### config.mk
export PLATFORM = sky130hd
export DESIGN_NAME = mem_arbiter_flat
export DESIGN_NICKNAME = d
export VERILOG_FILES = /design/src/rtl/mem_arbiter_pkg.sv /design/src/rtl/mem_arbiter_if.sv /design/src/rtl/mem_arbiter_arb2_rr.sv /design/src/rtl/mem_arbiter.sv /design/src/flat_wrapper.sv
export SDC_FILE = /design/constraint.sdc
export NUM_CORES = 1
export LEC_CHECK = 0
export BUFFER_PORTS_ARGS = -buffer_cell sky130_fd_sc_hd__buf_2
export CELL_PAD_IN_SITES_DETAIL_PLACEMENT = 1
export CELL_PAD_IN_SITES_GLOBAL_PLACEMENT = 2
export CORE_MARGIN = 5
export CORE_UTILIZATION = 27
export DETAILED_ROUTE_END_ITERATION = 12
export GPL_ROUTABILITY_DRIVEN = 0
export GPL_TIMING_DRIVEN = 0
export HOLD_SLACK_MARGIN = 0.15
export MAX_ROUTING_LAYER = met4
export PLACE_DENSITY = 0.88
export SETUP_SLACK_MARGIN = 0.3
export SLEW_MARGIN = 25
export SYNTH_ARGS = -nofsm -noshare
export SYNTH_HDL_FRONTEND = slang
export SYNTH_HIERARCHICAL = 1
export SYNTH_SLANG_ARGS = --single-unit
### constraint.sdc
create_clock -name clk -period 5.3 [get_ports clk]
set_input_delay 0.53 -clock clk [delete_from_list [all_inputs] [get_ports clk]]
set_output_delay 0.53 -clock clk [all_outputs]
set_load 0.01 [all_outputs]
### src/rtl/mem_arbiter_pkg.sv
// Shared types and constants for the instruction/data mmu port arbiter.
package mem_arbiter_pkg;

    // Arbiter FSM state encoding (2 bits).
    typedef enum logic [1:0] {
        ARB_IDLE   = 2'd0,
        ARB_ACCESS = 2'd1,
        ARB_WAIT   = 2'd2,
        ARB_RESP   = 2'd3
    } arb_state_e;

    // Grant IDs; also the bit index of each requester in the picker's req vector.
    localparam logic ARB_GNT_IF = 1'b0;
    localparam logic ARB_GNT_D  = 1'b1;

    // mmu access widths.
    localparam logic [1:0] MMU_WIDTH_BYTE = 2'd0;
    localparam logic [1:0] MMU_WIDTH_HALF = 2'd1;
    localparam logic [1:0] MMU_WIDTH_WORD = 2'd3;

    // One latched access as presented to the mmu.
    typedef struct packed {
        logic        we;
        logic        sgn;
        logic [1:0]  width;
        logic [31:0] addr;
        logic [31:0] wdata;
    } mem_req_t;

    // Fetches are always unsigned word reads; no store data is carried.
    function automatic mem_req_t fetch_req(input logic [31:0] addr);
        mem_req_t r;
        r.we    = 1'b0;
        r.sgn   = 1'b0;
        r.width = MMU_WIDTH_WORD;
        r.addr  = addr;
        r.wdata = 32'h0000_0000;
        return r;
    endfunction

endpackage

### src/rtl/mem_arbiter_if.sv
// Bundle of both requester ports and the mmu port seen by the arbiter.
interface mem_arbiter_if;

    // Instruction-fetch requester.
    logic        if_req;
    logic [31:0] if_addr;
    logic        if_ack;
    logic [31:0] if_rdata;
    logic        if_err;

    // Load/store requester.
    logic        d_req;
    logic        d_we;
    logic        d_signed;
    logic [1:0]  d_width;
    logic [31:0] d_addr;
    logic [31:0] d_wdata;
    logic        d_ack;
    logic [31:0] d_rdata;
    logic        d_err;

    // Shared mmu port.
    logic        mmu_read_enable;
    logic        mmu_write_enable;
    logic        mmu_signed_read;
    logic [1:0]  mmu_data_width;
    logic [31:0] mmu_address;
    logic [31:0] mmu_data_in;
    logic [31:0] mmu_data_out;
    logic        mmu_ready;

    // Arbiter side: serves the requesters and drives the mmu.
    modport slave (
        input  if_req, if_addr,
        input  d_req, d_we, d_signed, d_width, d_addr, d_wdata,
        input  mmu_data_out, mmu_ready,
        output if_ack, if_rdata, if_err,
        output d_ack, d_rdata, d_err,
        output mmu_read_enable, mmu_write_enable, mmu_signed_read,
        output mmu_data_width, mmu_address, mmu_data_in
    );

    // Environment side: requesters plus the mmu itself.
    modport master (
        output if_req, if_addr,
        output d_req, d_we, d_signed, d_width, d_addr, d_wdata,
        output mmu_data_out, mmu_ready,
        input  if_ack, if_rdata, if_err,
        input  d_ack, d_rdata, d_err,
        input  mmu_read_enable, mmu_write_enable, mmu_signed_read,
        input  mmu_data_width, mmu_address, mmu_data_in
    );

endinterface

### src/rtl/mem_arbiter_arb2_rr.sv
// Combinational two-way picker: fixed priority to requester 1, or alternate
// on ties when fair_i is set. Reusable for other two-master buses.
module arb2_rr
    import mem_arbiter_pkg::*;
(
    input  logic [1:0] req_i,        // bit ARB_GNT_IF = fetch, bit ARB_GNT_D = data
    input  logic       last_grant_i,
    input  logic       fair_i,
    output logic       grant_o
);

    // Choose the winner; with no request the result is don't-care (data).
    always_comb begin
        grant_o = ARB_GNT_D;
        case (req_i)
            2'b01: grant_o = ARB_GNT_IF;
            2'b10: grant_o = ARB_GNT_D;
            2'b11: begin
                if (fair_i) begin
                    grant_o = ~last_grant_i;
                end else begin
                    grant_o = ARB_GNT_D;
                end
            end
            default: grant_o = ARB_GNT_D;
        endcase
    end

endmodule

### src/rtl/mem_arbiter.sv
// Shares one mmu port between instruction fetch and load/store. One access
// is outstanding at a time: grant, one-cycle enable pulse, wait for
// mem_ready (or timeout), then a one-cycle ack to the winner.
module mem_arbiter
    import mem_arbiter_pkg::*;
#(
    parameter int FAIR           = 1,
    parameter int TIMEOUT_CYCLES = 16,
    parameter int CNT_WIDTH      = 5
)
(
    input  logic          clk,
    input  logic          reset_n,
    mem_arbiter_if.slave  bus,
    output logic          busy
);

    localparam logic [CNT_WIDTH-1:0] CNT_LAST = CNT_WIDTH'(TIMEOUT_CYCLES - 1);
    localparam logic [CNT_WIDTH-1:0] CNT_ZERO = {CNT_WIDTH{1'b0}};
    localparam logic [CNT_WIDTH-1:0] CNT_ONE  = {{(CNT_WIDTH-1){1'b0}}, 1'b1};
    localparam logic                 FAIR_EN  = (FAIR != 0);

    arb_state_e             state_q, state_d;
    logic                   last_grant_q, last_grant_d;
    logic                   gnt_q, gnt_d;
    mem_req_t               req_q, req_d;
    logic [CNT_WIDTH-1:0]   cnt_q, cnt_d;
    logic                   rd_en_q, rd_en_d;
    logic                   wr_en_q, wr_en_d;
    logic                   if_ack_q, if_ack_d;
    logic                   d_ack_q, d_ack_d;
    logic                   if_err_q, if_err_d;
    logic                   d_err_q, d_err_d;
    logic [31:0]            if_rdata_q, if_rdata_d;
    logic [31:0]            d_rdata_q, d_rdata_d;
    logic                   busy_q, busy_d;

    logic [1:0]             req_vec_s;
    logic                   pick_s;

    assign req_vec_s = {bus.d_req, bus.if_req};

    arb2_rr u_pick (
        .req_i        (req_vec_s),
        .last_grant_i (last_grant_q),
        .fair_i       (FAIR_EN),
        .grant_o      (pick_s)
    );

    // Next-state, request latch, timeout counter and response generation.
    always_comb begin
        state_d      = state_q;
        last_grant_d = last_grant_q;
        gnt_d        = gnt_q;
        req_d        = req_q;
        cnt_d        = cnt_q;
        rd_en_d      = 1'b0;
        wr_en_d      = 1'b0;
        if_ack_d     = 1'b0;
        d_ack_d      = 1'b0;
        if_err_d     = if_err_q;
        d_err_d      = d_err_q;
        if_rdata_d   = if_rdata_q;
        d_rdata_d    = d_rdata_q;

        case (state_q)
            ARB_IDLE: begin
                if (req_vec_s != 2'b00) begin
                    gnt_d        = pick_s;
                    last_grant_d = pick_s;
                    if (pick_s == ARB_GNT_IF) begin
                        req_d = fetch_req(bus.if_addr);
                    end else begin
                        req_d.we    = bus.d_we;
                        req_d.sgn   = bus.d_signed;
                        req_d.width = bus.d_width;
                        req_d.addr  = bus.d_addr;
                        req_d.wdata = bus.d_wdata;
                    end
                    // Enables are registered, so they are high exactly during ACCESS.
                    rd_en_d = ~req_d.we;
                    wr_en_d = req_d.we;
                    state_d = ARB_ACCESS;
                end else begin
                    state_d = ARB_IDLE;
                end
            end

            ARB_ACCESS: begin
                cnt_d   = CNT_ZERO;
                state_d = ARB_WAIT;
            end

            ARB_WAIT: begin
                if (bus.mmu_ready) begin
                    if (gnt_q == ARB_GNT_IF) begin
                        if_rdata_d = bus.mmu_data_out;
                        if_err_d   = 1'b0;
                        if_ack_d   = 1'b1;
                    end else begin
                        d_rdata_d  = bus.mmu_data_out;
                        d_err_d    = 1'b0;
                        d_ack_d    = 1'b1;
                    end
                    state_d = ARB_RESP;
                end else if (cnt_q == CNT_LAST) begin
                    // mem_ready never came back: abort with zero data and err set.
                    if (gnt_q == ARB_GNT_IF) begin
                        if_rdata_d = 32'h0000_0000;
                        if_err_d   = 1'b1;
                        if_ack_d   = 1'b1;
                    end else begin
                        d_rdata_d  = 32'h0000_0000;
                        d_err_d    = 1'b1;
                        d_ack_d    = 1'b1;
                    end
                    state_d = ARB_RESP;
                end else begin
                    cnt_d = cnt_q + CNT_ONE;
                end
            end

            ARB_RESP: begin
                // Requests are ignored here so a late-dropping requester is not regranted.
                state_d = ARB_IDLE;
            end

            default: begin
                state_d = ARB_IDLE;
            end
        endcase

        busy_d = (state_d != ARB_IDLE);
    end

    // State and output registers with synchronous active-low reset.
    always_ff @(posedge clk) begin
        if (!reset_n) begin
            state_q      <= ARB_IDLE;
            last_grant_q <= ARB_GNT_D;
            gnt_q        <= ARB_GNT_IF;
            req_q.we     <= 1'b0;
            req_q.sgn    <= 1'b0;
            req_q.width  <= 2'd0;
            req_q.addr   <= 32'h0000_0000;
            req_q.wdata  <= 32'h0000_0000;
            cnt_q        <= CNT_ZERO;
            rd_en_q      <= 1'b0;
            wr_en_q      <= 1'b0;
            if_ack_q     <= 1'b0;
            d_ack_q      <= 1'b0;
            if_err_q     <= 1'b0;
            d_err_q      <= 1'b0;
            if_rdata_q   <= 32'h0000_0000;
            d_rdata_q    <= 32'h0000_0000;
            busy_q       <= 1'b0;
        end else begin
            state_q      <= state_d;
            last_grant_q <= last_grant_d;
            gnt_q        <= gnt_d;
            req_q        <= req_d;
            cnt_q        <= cnt_d;
            rd_en_q      <= rd_en_d;
            wr_en_q      <= wr_en_d;
            if_ack_q     <= if_ack_d;
            d_ack_q      <= d_ack_d;
            if_err_q     <= if_err_d;
            d_err_q      <= d_err_d;
            if_rdata_q   <= if_rdata_d;
            d_rdata_q    <= d_rdata_d;
            busy_q       <= busy_d;
        end
    end

    assign bus.if_ack           = if_ack_q;
    assign bus.if_rdata         = if_rdata_q;
    assign bus.if_err           = if_err_q;
    assign bus.d_ack            = d_ack_q;
    assign bus.d_rdata          = d_rdata_q;
    assign bus.d_err            = d_err_q;
    assign bus.mmu_read_enable  = rd_en_q;
    assign bus.mmu_write_enable = wr_en_q;
    assign bus.mmu_signed_read  = req_q.sgn;
    assign bus.mmu_data_width   = req_q.width;
    assign bus.mmu_address      = req_q.addr;
    assign bus.mmu_data_in      = req_q.wdata;
    assign busy                 = busy_q;

endmodule

### src/flat_wrapper.sv
// flat-port wrapper written by rule: the top's interface ports become plain ports
module mem_arbiter_flat import mem_arbiter_pkg::*;
#(
    parameter int FAIR           = 1,
    parameter int TIMEOUT_CYCLES = 16,
    parameter int CNT_WIDTH      = 5
)
  (clk, reset_n, busy, bus_if_req, bus_if_addr, bus_d_req, bus_d_we, bus_d_signed, bus_d_width, bus_d_addr, bus_d_wdata, bus_mmu_data_out, bus_mmu_ready, bus_if_ack, bus_if_rdata, bus_if_err, bus_d_ack, bus_d_rdata, bus_d_err, bus_mmu_read_enable, bus_mmu_write_enable, bus_mmu_signed_read, bus_mmu_data_width, bus_mmu_address, bus_mmu_data_in);
  mem_arbiter_if bus_i ();
  input  logic clk;
  input  logic reset_n;
  output logic busy;
  input wire logic [$bits(bus_i.if_req)-1:0] bus_if_req;
  input wire logic [$bits(bus_i.if_addr)-1:0] bus_if_addr;
  input wire logic [$bits(bus_i.d_req)-1:0] bus_d_req;
  input wire logic [$bits(bus_i.d_we)-1:0] bus_d_we;
  input wire logic [$bits(bus_i.d_signed)-1:0] bus_d_signed;
  input wire logic [$bits(bus_i.d_width)-1:0] bus_d_width;
  input wire logic [$bits(bus_i.d_addr)-1:0] bus_d_addr;
  input wire logic [$bits(bus_i.d_wdata)-1:0] bus_d_wdata;
  input wire logic [$bits(bus_i.mmu_data_out)-1:0] bus_mmu_data_out;
  input wire logic [$bits(bus_i.mmu_ready)-1:0] bus_mmu_ready;
  output wire logic [$bits(bus_i.if_ack)-1:0] bus_if_ack;
  output wire logic [$bits(bus_i.if_rdata)-1:0] bus_if_rdata;
  output wire logic [$bits(bus_i.if_err)-1:0] bus_if_err;
  output wire logic [$bits(bus_i.d_ack)-1:0] bus_d_ack;
  output wire logic [$bits(bus_i.d_rdata)-1:0] bus_d_rdata;
  output wire logic [$bits(bus_i.d_err)-1:0] bus_d_err;
  output wire logic [$bits(bus_i.mmu_read_enable)-1:0] bus_mmu_read_enable;
  output wire logic [$bits(bus_i.mmu_write_enable)-1:0] bus_mmu_write_enable;
  output wire logic [$bits(bus_i.mmu_signed_read)-1:0] bus_mmu_signed_read;
  output wire logic [$bits(bus_i.mmu_data_width)-1:0] bus_mmu_data_width;
  output wire logic [$bits(bus_i.mmu_address)-1:0] bus_mmu_address;
  output wire logic [$bits(bus_i.mmu_data_in)-1:0] bus_mmu_data_in;
  assign bus_i.if_req = bus_if_req;
  assign bus_i.if_addr = bus_if_addr;
  assign bus_i.d_req = bus_d_req;
  assign bus_i.d_we = bus_d_we;
  assign bus_i.d_signed = bus_d_signed;
  assign bus_i.d_width = bus_d_width;
  assign bus_i.d_addr = bus_d_addr;
  assign bus_i.d_wdata = bus_d_wdata;
  assign bus_i.mmu_data_out = bus_mmu_data_out;
  assign bus_i.mmu_ready = bus_mmu_ready;
  assign bus_if_ack = bus_i.if_ack;
  assign bus_if_rdata = bus_i.if_rdata;
  assign bus_if_err = bus_i.if_err;
  assign bus_d_ack = bus_i.d_ack;
  assign bus_d_rdata = bus_i.d_rdata;
  assign bus_d_err = bus_i.d_err;
  assign bus_mmu_read_enable = bus_i.mmu_read_enable;
  assign bus_mmu_write_enable = bus_i.mmu_write_enable;
  assign bus_mmu_signed_read = bus_i.mmu_signed_read;
  assign bus_mmu_data_width = bus_i.mmu_data_width;
  assign bus_mmu_address = bus_i.mmu_address;
  assign bus_mmu_data_in = bus_i.mmu_data_in;
  mem_arbiter #(.FAIR(FAIR), .TIMEOUT_CYCLES(TIMEOUT_CYCLES), .CNT_WIDTH(CNT_WIDTH)) u_core (.clk(clk), .reset_n(reset_n), .bus(bus_i), .busy(busy));
endmodule
---- Word level (Yosys, flattened, before mapping) ----
Cells that the tools add are included.
word-level totals
  flip-flop bits (word level) ............. 147
  bits of input ports ..................... 137
  logic and storage cells ................. 73
operators by class
  equal/unequal tests ..................... 8
  reductions and logical operators ........ 11
  bitwise logic cells ..................... 3
  $add $sub $neg .......................... 1
  mux-type cells .......................... 33
operators with widths
  cell                   count
  $mux W32               8
  $mux W68               3
  $mux W1                15
  $reduce_and A3 Y1      4
  $mux W5                2
  $pmux W5 S2            1
  $pmux W2 S4            1
  $reduce_bool A2 Y1     4
  $eq A2 B2 Y1 const B   3
  $add A5 B1 Y5 const B  1
  $eq A5 B4 Y1 const B   1
  $eq A2 B1 Y1 const B   2
  $mux W2                2
  $ne A2 B2 Y1 const B   2
  $reduce_and A2 Y1      2
  $not A1 Y1             3
  $logic_not A2 Y1       1
  $pmux W1 S2            1

---- Depth between registers and ports, before layout ----
Gate-level depths: netlist of the first run.
  word-level depth ........................ 6
  mapped depth ............................ 8
  depth with buffers taken out ............ 6

---- Modules after synthesis ----
Netlist of the first run, hierarchy kept.
by module, submodules not included
  module       cells an instance  times used  area each (um2)  sequential area each (um2)
  mem_arbiter  668                1           5716.7           2942.8
  arb2_rr      2                  1           13.8             0.0

---- Least setup slack after synthesis of the first run ----
OpenSTA, ideal clock, no wires.
  kind .................................... register -> register
  start ................................... register u_core.cnt_q[0]
  end ..................................... register u_core.if_rdata_q[10] (netlist: u_core/bus.if_rdata[10])
  slack ................................... 3.455 ns
  period minus slack after synthesis ...... 1.845 ns
  buffers on the path ..................... 1
  data required time ...................... 5.230 ns
  library setup time ...................... 0.070 ns
  stages on the path, launching flop included .. 8
  data arrival time ....................... 1.774 ns
  path through ............................ dfxtp_1 ha_1 and3_1 ha_1 o21ai_0 clkbuf_1 o21ai_0 a21oi_1
between the ends
  word-level cells in the longest chain between the ends .. 3
RTL lines
  element                              RTL line            source
  start: declaration                   mem_arbiter.sv:27   logic [CNT_WIDTH-1:0] cnt_q, cnt_d;
  start signal: assignment             mem_arbiter.sv:162  cnt_q <= cnt_d;
  $eq A5 B4 Y1                         mem_arbiter.sv:106  end else if (cnt_q == CNT_LAST) begin
  $reduce_bool A2 Y1 (no source line)  n/a
  $reduce_and A3 Y1 (no source line)   n/a
  end signal: assignment               mem_arbiter.sv:169  if_rdata_q <= if_rdata_d;
  end: declaration                     mem_arbiter.sv:34   logic [31:0] if_rdata_q, if_rdata_d;
Every way passes these cells.
A chain may end at the register's enable or synchronous reset.

---- Worst setup path after layout of the first run ----
  start ................................... register u_core.cnt_q[0]
  end ..................................... register u_core.if_rdata_q[16] (netlist: u_core/bus.if_rdata[16])
Same word-level chain as after synthesis.

==> results of run 1 <==
-- layer usage --
metal / vias to the layer above / track usage, %
met1: 2813 / 22.1
met2: 196 / 30.6
li1: 2966 / -
met4: 0 / 4.63
met3: 20 / 6.63
met5: - / -
-- cell usage after synthesis --
cell,n
dfxtp_1,147
a21oi_1,104
nand2_1,72
nand3_1,66
nor2_1,41
clkbuf_1,40
o21ai_0,37
a211oi_1,34
mux2i_1,32
nand4_1,32
buf_2,16
buf_1,10
ha_1,5
inv_1,5
nor3_1,4
nor3b_1,3
o21a_1,3
and2_1,2
clkinv_1,2
nand2b_1,2
a21bo_1,1
a21boi_0,1
a21o_1,1
a311oi_1,1
and3_1,1
clkbuf_2,1
conb_1,1
o211a_1,1
o211ai_2,1
o221ai_1,1
o311a_1,1
or3_1,1
or3b_1,1
-- flip-flops by register name, indices dropped and copies added, names as in the netlist --
signal,count
u_core/bus.d_ack,1
u_core/bus.d_err,1
u_core/bus.d_rdata,32
u_core/bus.if_ack,1
u_core/bus.if_err,1
u_core/bus.if_rdata,32
u_core/bus.mmu_address,32
u_core/bus.mmu_data_in,32
u_core/bus.mmu_data_width,2
u_core/bus.mmu_read_enable,1
u_core/bus.mmu_signed_read,1
u_core/bus.mmu_write_enable,1
u_core/busy,1
u_core/cnt_q,5
u_core/gnt_q,1
u_core/last_grant_q,1
u_core/state_q,2
-- cell families (layout without fill, tap and decap cells) --
kind of cell / Yosys count / in the layout / share of synthesized area (%)
and+or+nand+nor: 225 / 225 / 18.2
other: 1 / 4 / 0.0654
adders and majority gates: 5 / 5 / 1.09
DFF: 147 / 147 / 51.4
buffers and inverters: 74 / 380 / 5.22
AOI/OAI and AO/OA: 186 / 186 / 18.5
muxes: 32 / 32 / 5.59
-- worst max-delay path, cell delays in order (launching register included) --
cell and delay [ps]:
dfxtp_1 340, ha_1 240, and3_1 190, ha_1 280
o21ai_0 590, clkbuf_1 380, o21ai_0 140, a21oi_1 180
-- worst paths after layout --
path / end / slack [ps] / cells after the start
setup reg to reg: u_core/bus.if_rdata[16] / 2870 / 7
setup / recovery: u_core/bus.if_rdata[16] / 2870 / 7
hold reg to reg: u_core/bus.d_rdata[21] / 450 / 2
hold / removal: u_core/bus.mmu_read_enable / 310 / 2
-- layout make-up --
type	instances	area share, %
Timing Repair Buffer	274	17.1
Multi-Input combinational cell	449	31.0
Tap cell	275	4.28
Inverter	7	0.327
Clock buffer	20	5.56
Sequential cell	147	36.6
Buffer	67	3.40
Clock inverter	12	1.64
Antenna cell	3	0.0935
-- power by group through the flow --
stage / combinational (mW) / clock [mW] / sequential, mW
2_1_floorplan: 0.288 / 0 / 1.31
3_3_place_gp: 0.598 / 0 / 1.27
3_5_place_dp: 0.605 / 0 / 1.27
4_1_cts: 0.607 / 1.22 / 1.25
5_1_grt: 0.659 / 1.27 / 1.26
6_report: 0.596 / 1.19 / 1.24
==> impl_metrics.ini, run 1 <==
[sta]
final_hold_viol_count = 0
min_period_over_period_pct = 45.8
tightest_slew_ps = 713
finalMaxSlewViolations = 0
min_period_ps = 2430
fin_tns_setup_ps = 0
rsz0062_at_grt = no
setup_viol = 0
max_freq_ghz = 0.412
skew_ps = 7.01
setup_slack_ps = 2870
whs_ps = 306
slew_headroom_pct = 52.5

[layout]
final_cell_area_sq_um = 8030
final_cell_mix = 290 x buf_2, 147 x dfxtp_1, 104 x a21oi_1
synthToLayoutAreaGrowth_pct = 40.2
drive_gt1_share_pct = 33.0
layoutNonFillerInstCount = 1254
regArea_sq_um = 2940
finalCoreUtilization_pct = 38.3
final_nets = 1105
nFillCells = 2631
multiInputGateArea_sq_um = 2490
final_common_cell = buf_2

[global_routing]
grt_overflow_total = 0
grtUsageTotal_pct = 18.7
antenna_found_initial = 3
grt_max_degree = 17
grt_pass1_wl_um = 34700
grt_pass1_vias = 6293

[routing]
num_vias = 5995
drt_first_iter_violations = 195
wl_met3_um = 1800
drtPass1Iterations = 4
top_layer_used = met4
drc_errors = 0
wirelength_um = 22500
wl_per_cell_um = 17.9
antenna_left = 0
vias_per_cell = 4.78
wl_met1_um = 9480
met2WireLength_um = 10900

[synthesis]
synth_top_area_share_pct = 51.4
synth_nets = 812
synthCells = 670
synth_seq_cells = 147
syn_area_sq_um = 5730
yosysWarnings = 6
ys_types = 33
yosysTopAreaCell = dfxtp_1
ys_seq_area_share_pct = 51.4
yosys-top-cells-area = dfxtp_1 51%, a21oi_1 9.1%, nand3_1 5.8%, mux2i_1 5.6%, nand2_1 4.7%
postSynthAreaPerCell_sq_um = 8.55

[critical_path]
cp_data_arrival_time_ps = 2760
crit_required_ps = 5630
crit_path_end_kind = flop
critPathKind = reg2reg
r2r-start = u_core/cnt_q[0]
cp_max_fo = 10
cp-start-kind = flop
startpoint = u_core/cnt_q[0]

[hold_path]
min_from = bus_d_we
hp-class = in2reg

[floorplan]
die_w_um = 156
start_util_pct = 27.3
die_area_sq_um = 24200
ios = 275
dieHeight_um = 156
num_rows = 53
core_sq_um = 21000

[place]
dp_slack_ps = 2860
numPlacedInstances = 1219
port_buffers = 274
place_area_sq_um = 7450
hpwl_um = 17600

[power_and_ir_drop]
ir_drop_mv = 0.202
power_mw = 3.03
internal_power_mw = 2.12
power.leakage_nw = 3.61
p_seq_share_pct = 41.0
pwr-share-clk_pct = 39.3
p_sw_uw = 913
power_frac_comb_pct = 19.7
swShare_pct = 30.1
power_density_nw_per_um2 = 377

[cts]
clk_latency_ps = 420
hold_buffers = 0
root_buffer = clkbuf_16
cts_max_path_buffers = 2
cts.clk_slew.worst_paths_ps = 60
numCtsBuffers = 17
htree_levels = 4
cts_setup_buffers = 0
cts.sinks = 147
cts_resized = 0
cts_tree = done

[flow_run]
maxCapViolCount = 0

[outcome]
outcome = finished clean
Power figures use the tool's default switching activity.
==> inputs of run 2 (changes only) <==
--- a/config.mk
+++ b/config.mk
@@ -5,17 +5,18 @@
 export SDC_FILE = /design/constraint.sdc
 export NUM_CORES = 1
 export LEC_CHECK = 0
+export ABC_AREA = 1
 export BUFFER_PORTS_ARGS = -buffer_cell sky130_fd_sc_hd__buf_2
 export CELL_PAD_IN_SITES_DETAIL_PLACEMENT = 1
 export CELL_PAD_IN_SITES_GLOBAL_PLACEMENT = 2
 export CORE_MARGIN = 5
-export CORE_UTILIZATION = 27
+export CORE_UTILIZATION = 24
 export DETAILED_ROUTE_END_ITERATION = 12
 export GPL_ROUTABILITY_DRIVEN = 0
 export GPL_TIMING_DRIVEN = 0
 export HOLD_SLACK_MARGIN = 0.15
 export MAX_ROUTING_LAYER = met4
-export PLACE_DENSITY = 0.88
+export PLACE_DENSITY = 0.83
 export SETUP_SLACK_MARGIN = 0.3
 export SLEW_MARGIN = 25
 export SYNTH_ARGS = -nofsm -noshare
==> constraint.sdc (replaced) <==
create_clock -name clk -period 2.5 [get_ports clk]
set_input_delay 0.25 -clock clk [delete_from_list [all_inputs] [get_ports clk]]
set_output_delay 0.25 -clock clk [all_outputs]
set_load 0.01 [all_outputs]
==> impl_metrics.ini, run 2 <==
[floorplan]
ios = 275
die_area_sq_um = 28600
start_util_pct = 24.2
die_w_um = 169
num_rows = 58
dieHeight_um = 169
core_sq_um = 25100

[global_routing]
grt_overflow_total = 0
grt_max_degree = 17
grtUsageTotal_pct = 17.2
antenna_found_initial = 3
grt_pass1_wl_um = 38200
grt_pass1_vias = 7154

[layout]
synthToLayoutAreaGrowth_pct = 50.8
final_common_cell = buf_2
final_nets = 1354
drive_gt1_share_pct = 29.1
layoutNonFillerInstCount = 1558
final_cell_mix = 308 x buf_2, 249 x nand2_1, 147 x dfxtp_1

[critical_path]
crit_required_ps = 2820
crit_path_end_kind = flop
cp_data_arrival_time_ps = 2220
cp-start-kind = flop
critPathKind = reg2reg
cp_max_fo = 10

[sta]
min_period_ps = 1900
max_freq_ghz = 0.527
setup_viol = 0
fin_tns_setup_ps = 0
min_period_over_period_pct = 75.9
finalMaxSlewViolations = 0
slew_headroom_pct = 60.4
rsz0062_at_grt = no
final_hold_viol_count = 0
tightest_slew_ps = 594
skew_ps = 11.7

[routing]
vias_per_cell = 4.40
drt_first_iter_violations = 257
drtPass1Iterations = 4
wirelength_um = 24600
num_vias = 6854
antenna_left = 0
wl_per_cell_um = 15.8
drc_errors = 0

[synthesis]
ys_types = 22
synth_top_area_share_pct = 48.4
ys_seq_area_share_pct = 48.4
syn_area_sq_um = 6090
postSynthAreaPerCell_sq_um = 7.17
synth_edf_count = 0
synth.most_common_cell = nand2_1
synth_seq_cells = 147
synth_ff_type = dfxtp_1
yosysWarnings = 6
synth_common_cells = 249 x nand2_1, 147 x dfxtp_1, 108 x nor2_1
synthCells = 849
synth_nets = 991
async_flop_share_pct = 0
yosys-top-cells-area = dfxtp_1 48%, nand2_1 15%, a21oi_1 8.6%, nand4_1 6.9%, nor2_1 6.7%
yosysTopAreaCell = dfxtp_1

[power_and_ir_drop]
power_density_nw_per_um2 = 746
power_mw = 6.85
power.leakage_nw = 4.52
ir_drop_mv = 0.428

[cts]
cts_resized = 0
cts_tree = done
htree_levels = 4
cts.clk_slew.worst_paths_ps = 70
numCtsBuffers = 17
cts.sinks = 147
cts_max_path_buffers = 2
root_buffer = clkbuf_16
clk_latency_ps = 420

[place]
hpwl_um = 18400
numPlacedInstances = 1452
port_buffers = 273

[flow_run]
maxCapViolCount = 0

[hold_path]
hp-class = in2reg

[outcome]
outcome = finished clean
[run 2: per-stage QoR]
stage          area, sq um  hold WS, ps  setup WS, ps  utilization (%)
6_report              9180          170           603             36.6
5_1_grt               9180          187           398             36.6
4_1_cts               9170          152           598             36.5
3_5_place_dp          7870          448           610             31.3
3_3_place_gp          7870          446           621             31.3
2_1_floorplan         6090          346           903                -
[run 2: power by group]
part           leakage, nW  switching, mW  internal, mW
sequential            1.20          0.111          2.57
combinational         3.04          0.961         0.585
clock                0.284           1.12          1.50
[run 2: worst paths after layout]
check / from / to / slack (ps) / cells past startpoint
max reg2reg: u_core/cnt_q[0] / u_core/bus.d_rdata[22] / 600 / 11
min: bus_if_addr[3] / u_core/bus.mmu_address[3] / 170 / 5
max: u_core/cnt_q[0] / u_core/bus.d_rdata[22] / 600 / 11
min reg2reg: u_core/bus.mmu_data_in[27] / u_core/bus.mmu_data_in[27] / 460 / 2
[run 2: timing repair]
action / 4_1_cts / 5_1_grt
endpoints found under the hold margin: 104 / 0
buffers inserted: 0 / 0
hold buffers: 71 / 0
[run 2: worst max-delay path, stage by stage, from the launching register on]
cell and delay (ps):
dfxtp_1 370, ha_1 200, nand2_1 80, nor2_1 90, ha_1 230, inv_2 60
nand2_4 90, nand3_2 80, buf_6 160, buf_2 180, a21oi_1 200, nor2_1 50
[run 2: layout make-up]
type / instances / area, sq um
antenna: 3 / 7.51
buffer: 68 / 337
clock buffer: 17 / 425
clock inverter: 15 / 169
fill: 3206 / 15900
inverter: 50 / 188
multi-input combinational: 584 / 2620
sequential: 147 / 2940
tap: 330 / 413
timing repair buffer: 344 / 2080
[run 2: layer usage]
metal | GRT usage, % | share of wire (%) | up-vias
met4 | 3.99 | 1.3 | 0
met2 | 28.6 | 48 | 186
met1 | 21.1 | 45 | 3168
met5 | - | 0 | -
met3 | 4.36 | 5.9 | 17
li1 | - | - | 3483
[run 2: kinds of logic after synthesis]
family	count (synthesis)	synth area share, %
adder cells (fa/ha/maj)	5	1.03
flip-flops	147	48.4
buffers and inverters	118	8.61
other	1	0.0616
AND/OR/NAND/NOR	437	30.3
AO/OA/AOI/OAI	141	11.6
==> inputs of run 3 (changes only) <==
==> constraint.sdc (replaced) <==
create_clock -name clk -period 2 [get_ports clk]
set_input_delay 0.2 -clock clk [delete_from_list [all_inputs] [get_ports clk]]
set_output_delay 0.2 -clock clk [all_outputs]
set_load 0.01 [all_outputs]
==> impl_metrics.ini, run 3 (same netlist as run 2, synthesis figures left out) <==
[routing]
top_layer_used = met4
wl_per_cell_um = 16.4
antenna_left = 0
drtPass1Iterations = 4
wirelength_um = 26700
drt_first_iter_violations = 221
num_vias = 7287
met2WireLength_um = 12900
wl_met3_um = 1490
drc_errors = 0
vias_per_cell = 4.48
wl_met1_um = 11600

[power_and_ir_drop]
ir_drop_mv = 0.562
power_mw = 8.79
power_density_nw_per_um2 = 856
power.leakage_nw = 4.95
swShare_pct = 32.2
p_seq_share_pct = 38.2
p_sw_mw = 2.83
pwr-share-clk_pct = 37.3
power_frac_comb_pct = 24.5
internal_power_mw = 5.96

[sta]
slew_headroom_pct = 42.0
setup_slack_ps = 290
min_period_ps = 1710
final_hold_viol_count = 0
tightest_slew_ps = 870
min_period_over_period_pct = 85.5
fin_tns_setup_ps = 0
finalMaxSlewViolations = 0
setup_viol = 0
skew_ps = 12.2
rsz0062_at_grt = yes
max_freq_ghz = 0.585
whs_ps = 169

[critical_path]
critPathKind = in2reg
rr_worst_depth = 12
cpMaxStageDelayCell = clkbuf_1
r2r_slack_ps = 330
crit_family = buffers and inverters
cp_data_arrival_time_ps = 2070
path_cells = dlygate4sd3_1 > buf_2 > buf_2 > clkbuf_1 > a21oi_1 > nor2_1
rr_endpoint = u_core/bus.d_rdata[11]
cp-start-kind = input pin
r2r-start = u_core/cnt_q[0]
cp_max_fo = 10
critical_path.max_stage_delay_ps = 690
crit_path_end_kind = flop
crit_required_ps = 2360
path_buf_inv = 4
critical_path.most_common_cell = buf_2

[layout]
final_nets = 1420
final_common_cell = buf_2
synthToLayoutAreaGrowth_pct = 68.8
multiInputGateArea_sq_um = 2900
nFillCells = 3138
drive_gt1_share_pct = 33.6
final_cell_area_sq_um = 10300
final_cell_mix = 297 x buf_2, 224 x nand2_1, 145 x dfxtp_1
regArea_sq_um = 2950

[floorplan]
core_sq_um = 25100
num_rows = 58
ios = 275
die_area_sq_um = 28600
dieHeight_um = 169
die_w_um = 169
start_util_pct = 24.2

[global_routing]
grt_max_degree = 17
grtUsageTotal_pct = 18.3
grt_pass1_vias = 7577
grt_overflow_total = 0
grt_pass1_wl_um = 40600
antenna_found_initial = 4

[cts]
root_buffer = clkbuf_16
numCtsBuffers = 17
clk_latency_ps = 420
cts_max_path_buffers = 2
htree_levels = 4
cts.clk_slew.worst_paths_ps = 70
cts.sinks = 147
cts_tree = done

[hold_path]
holdPathStages = 5
hold_end = u_core/bus.mmu_address[15]
min_from = bus_if_addr[15]
hp-class = in2reg

[place]
hpwl_um = 18400
port_buffers = 273
dp_slack_ps = 110
place_area_sq_um = 7870

[flow_run]
maxCapViolCount = 0

[outcome]
outcome = finished clean
-- run 3: routing by layer --
layer  GRT usage, %  up-vias
li1               -     3619
met1           21.9     3429
met2           30.5      205
met3           4.38       34
met4           5.57        0
met5              -        -
-- run 3: worst register-to-register path: cells and delay by family, from the launching register on --
family                   cells  cell delay [ps]
AND/OR/NAND/NOR              7              560
flip-flops                   1              370
buffers and inverters        3              400
adder cells (fa/ha/maj)      2              290
-- run 3: what timing repair did --
action | 4_1_cts | 5_1_grt
hold buffers | 124 | 0
gates cloned | 1 | 3
endpoints found under the setup margin | 62 | 126
pin swaps | 11 | 23
hold endpoints to repair | 132 | 0
gates resized for setup | 30 | 88
buffers inserted | 7 | 2
-- run 3: how the worst max path moves through the flow --
stage	depth (start not counted)	startpoint	endpoint	slack, ps
finish	6	bus_mmu_ready	u_core/bus.d_rdata[14]	290
CTS	12	u_core/cnt_q[1]	u_core/bus.d_rdata[20]	280
global route	6	bus_mmu_ready	u_core/bus.d_rdata[12]	220
floorplan	11	u_core/cnt_q[0]	u_core/bus.d_rdata[30]	400
detailed placement	11	u_core/cnt_q[0]	u_core/bus.d_rdata[22]	110
global placement	11	u_core/cnt_q[0]	u_core/bus.d_rdata[22]	120
-- run 3: area by class of cell --
type                       count  share of cell area (%)
timing repair buffer         410                    27.0
tap                          330                    4.02
buffer                        68                    4.28
clock inverter                15                    1.64
antenna                        4                  0.0975
clock buffer                  17                    4.14
inverter                      50                    1.85
sequential                   147                    28.7
multi-input combinational    584                    28.2
-- run 3: power groups by stage --
stage / Clock (mW) / Sequential (mW) / Combinational [mW]
finish: 3.28 / 3.36 / 2.15
detailed placement: 0 / 3.42 / 1.84
global route: 3.49 / 3.39 / 2.38
CTS: 3.39 / 3.36 / 2.06
global placement: 0 / 3.41 / 1.82
floorplan: 0 / 3.54 / 0.898
-- run 3: metrics by stage --
stage,std cells,utilization (%)
2_1_floorplan,849,-
3_3_place_gp,1452,31.3
3_5_place_dp,1452,31.3
4_1_cts,1616,39.4
5_1_grt,1625,40.9
6_report,1625,40.9
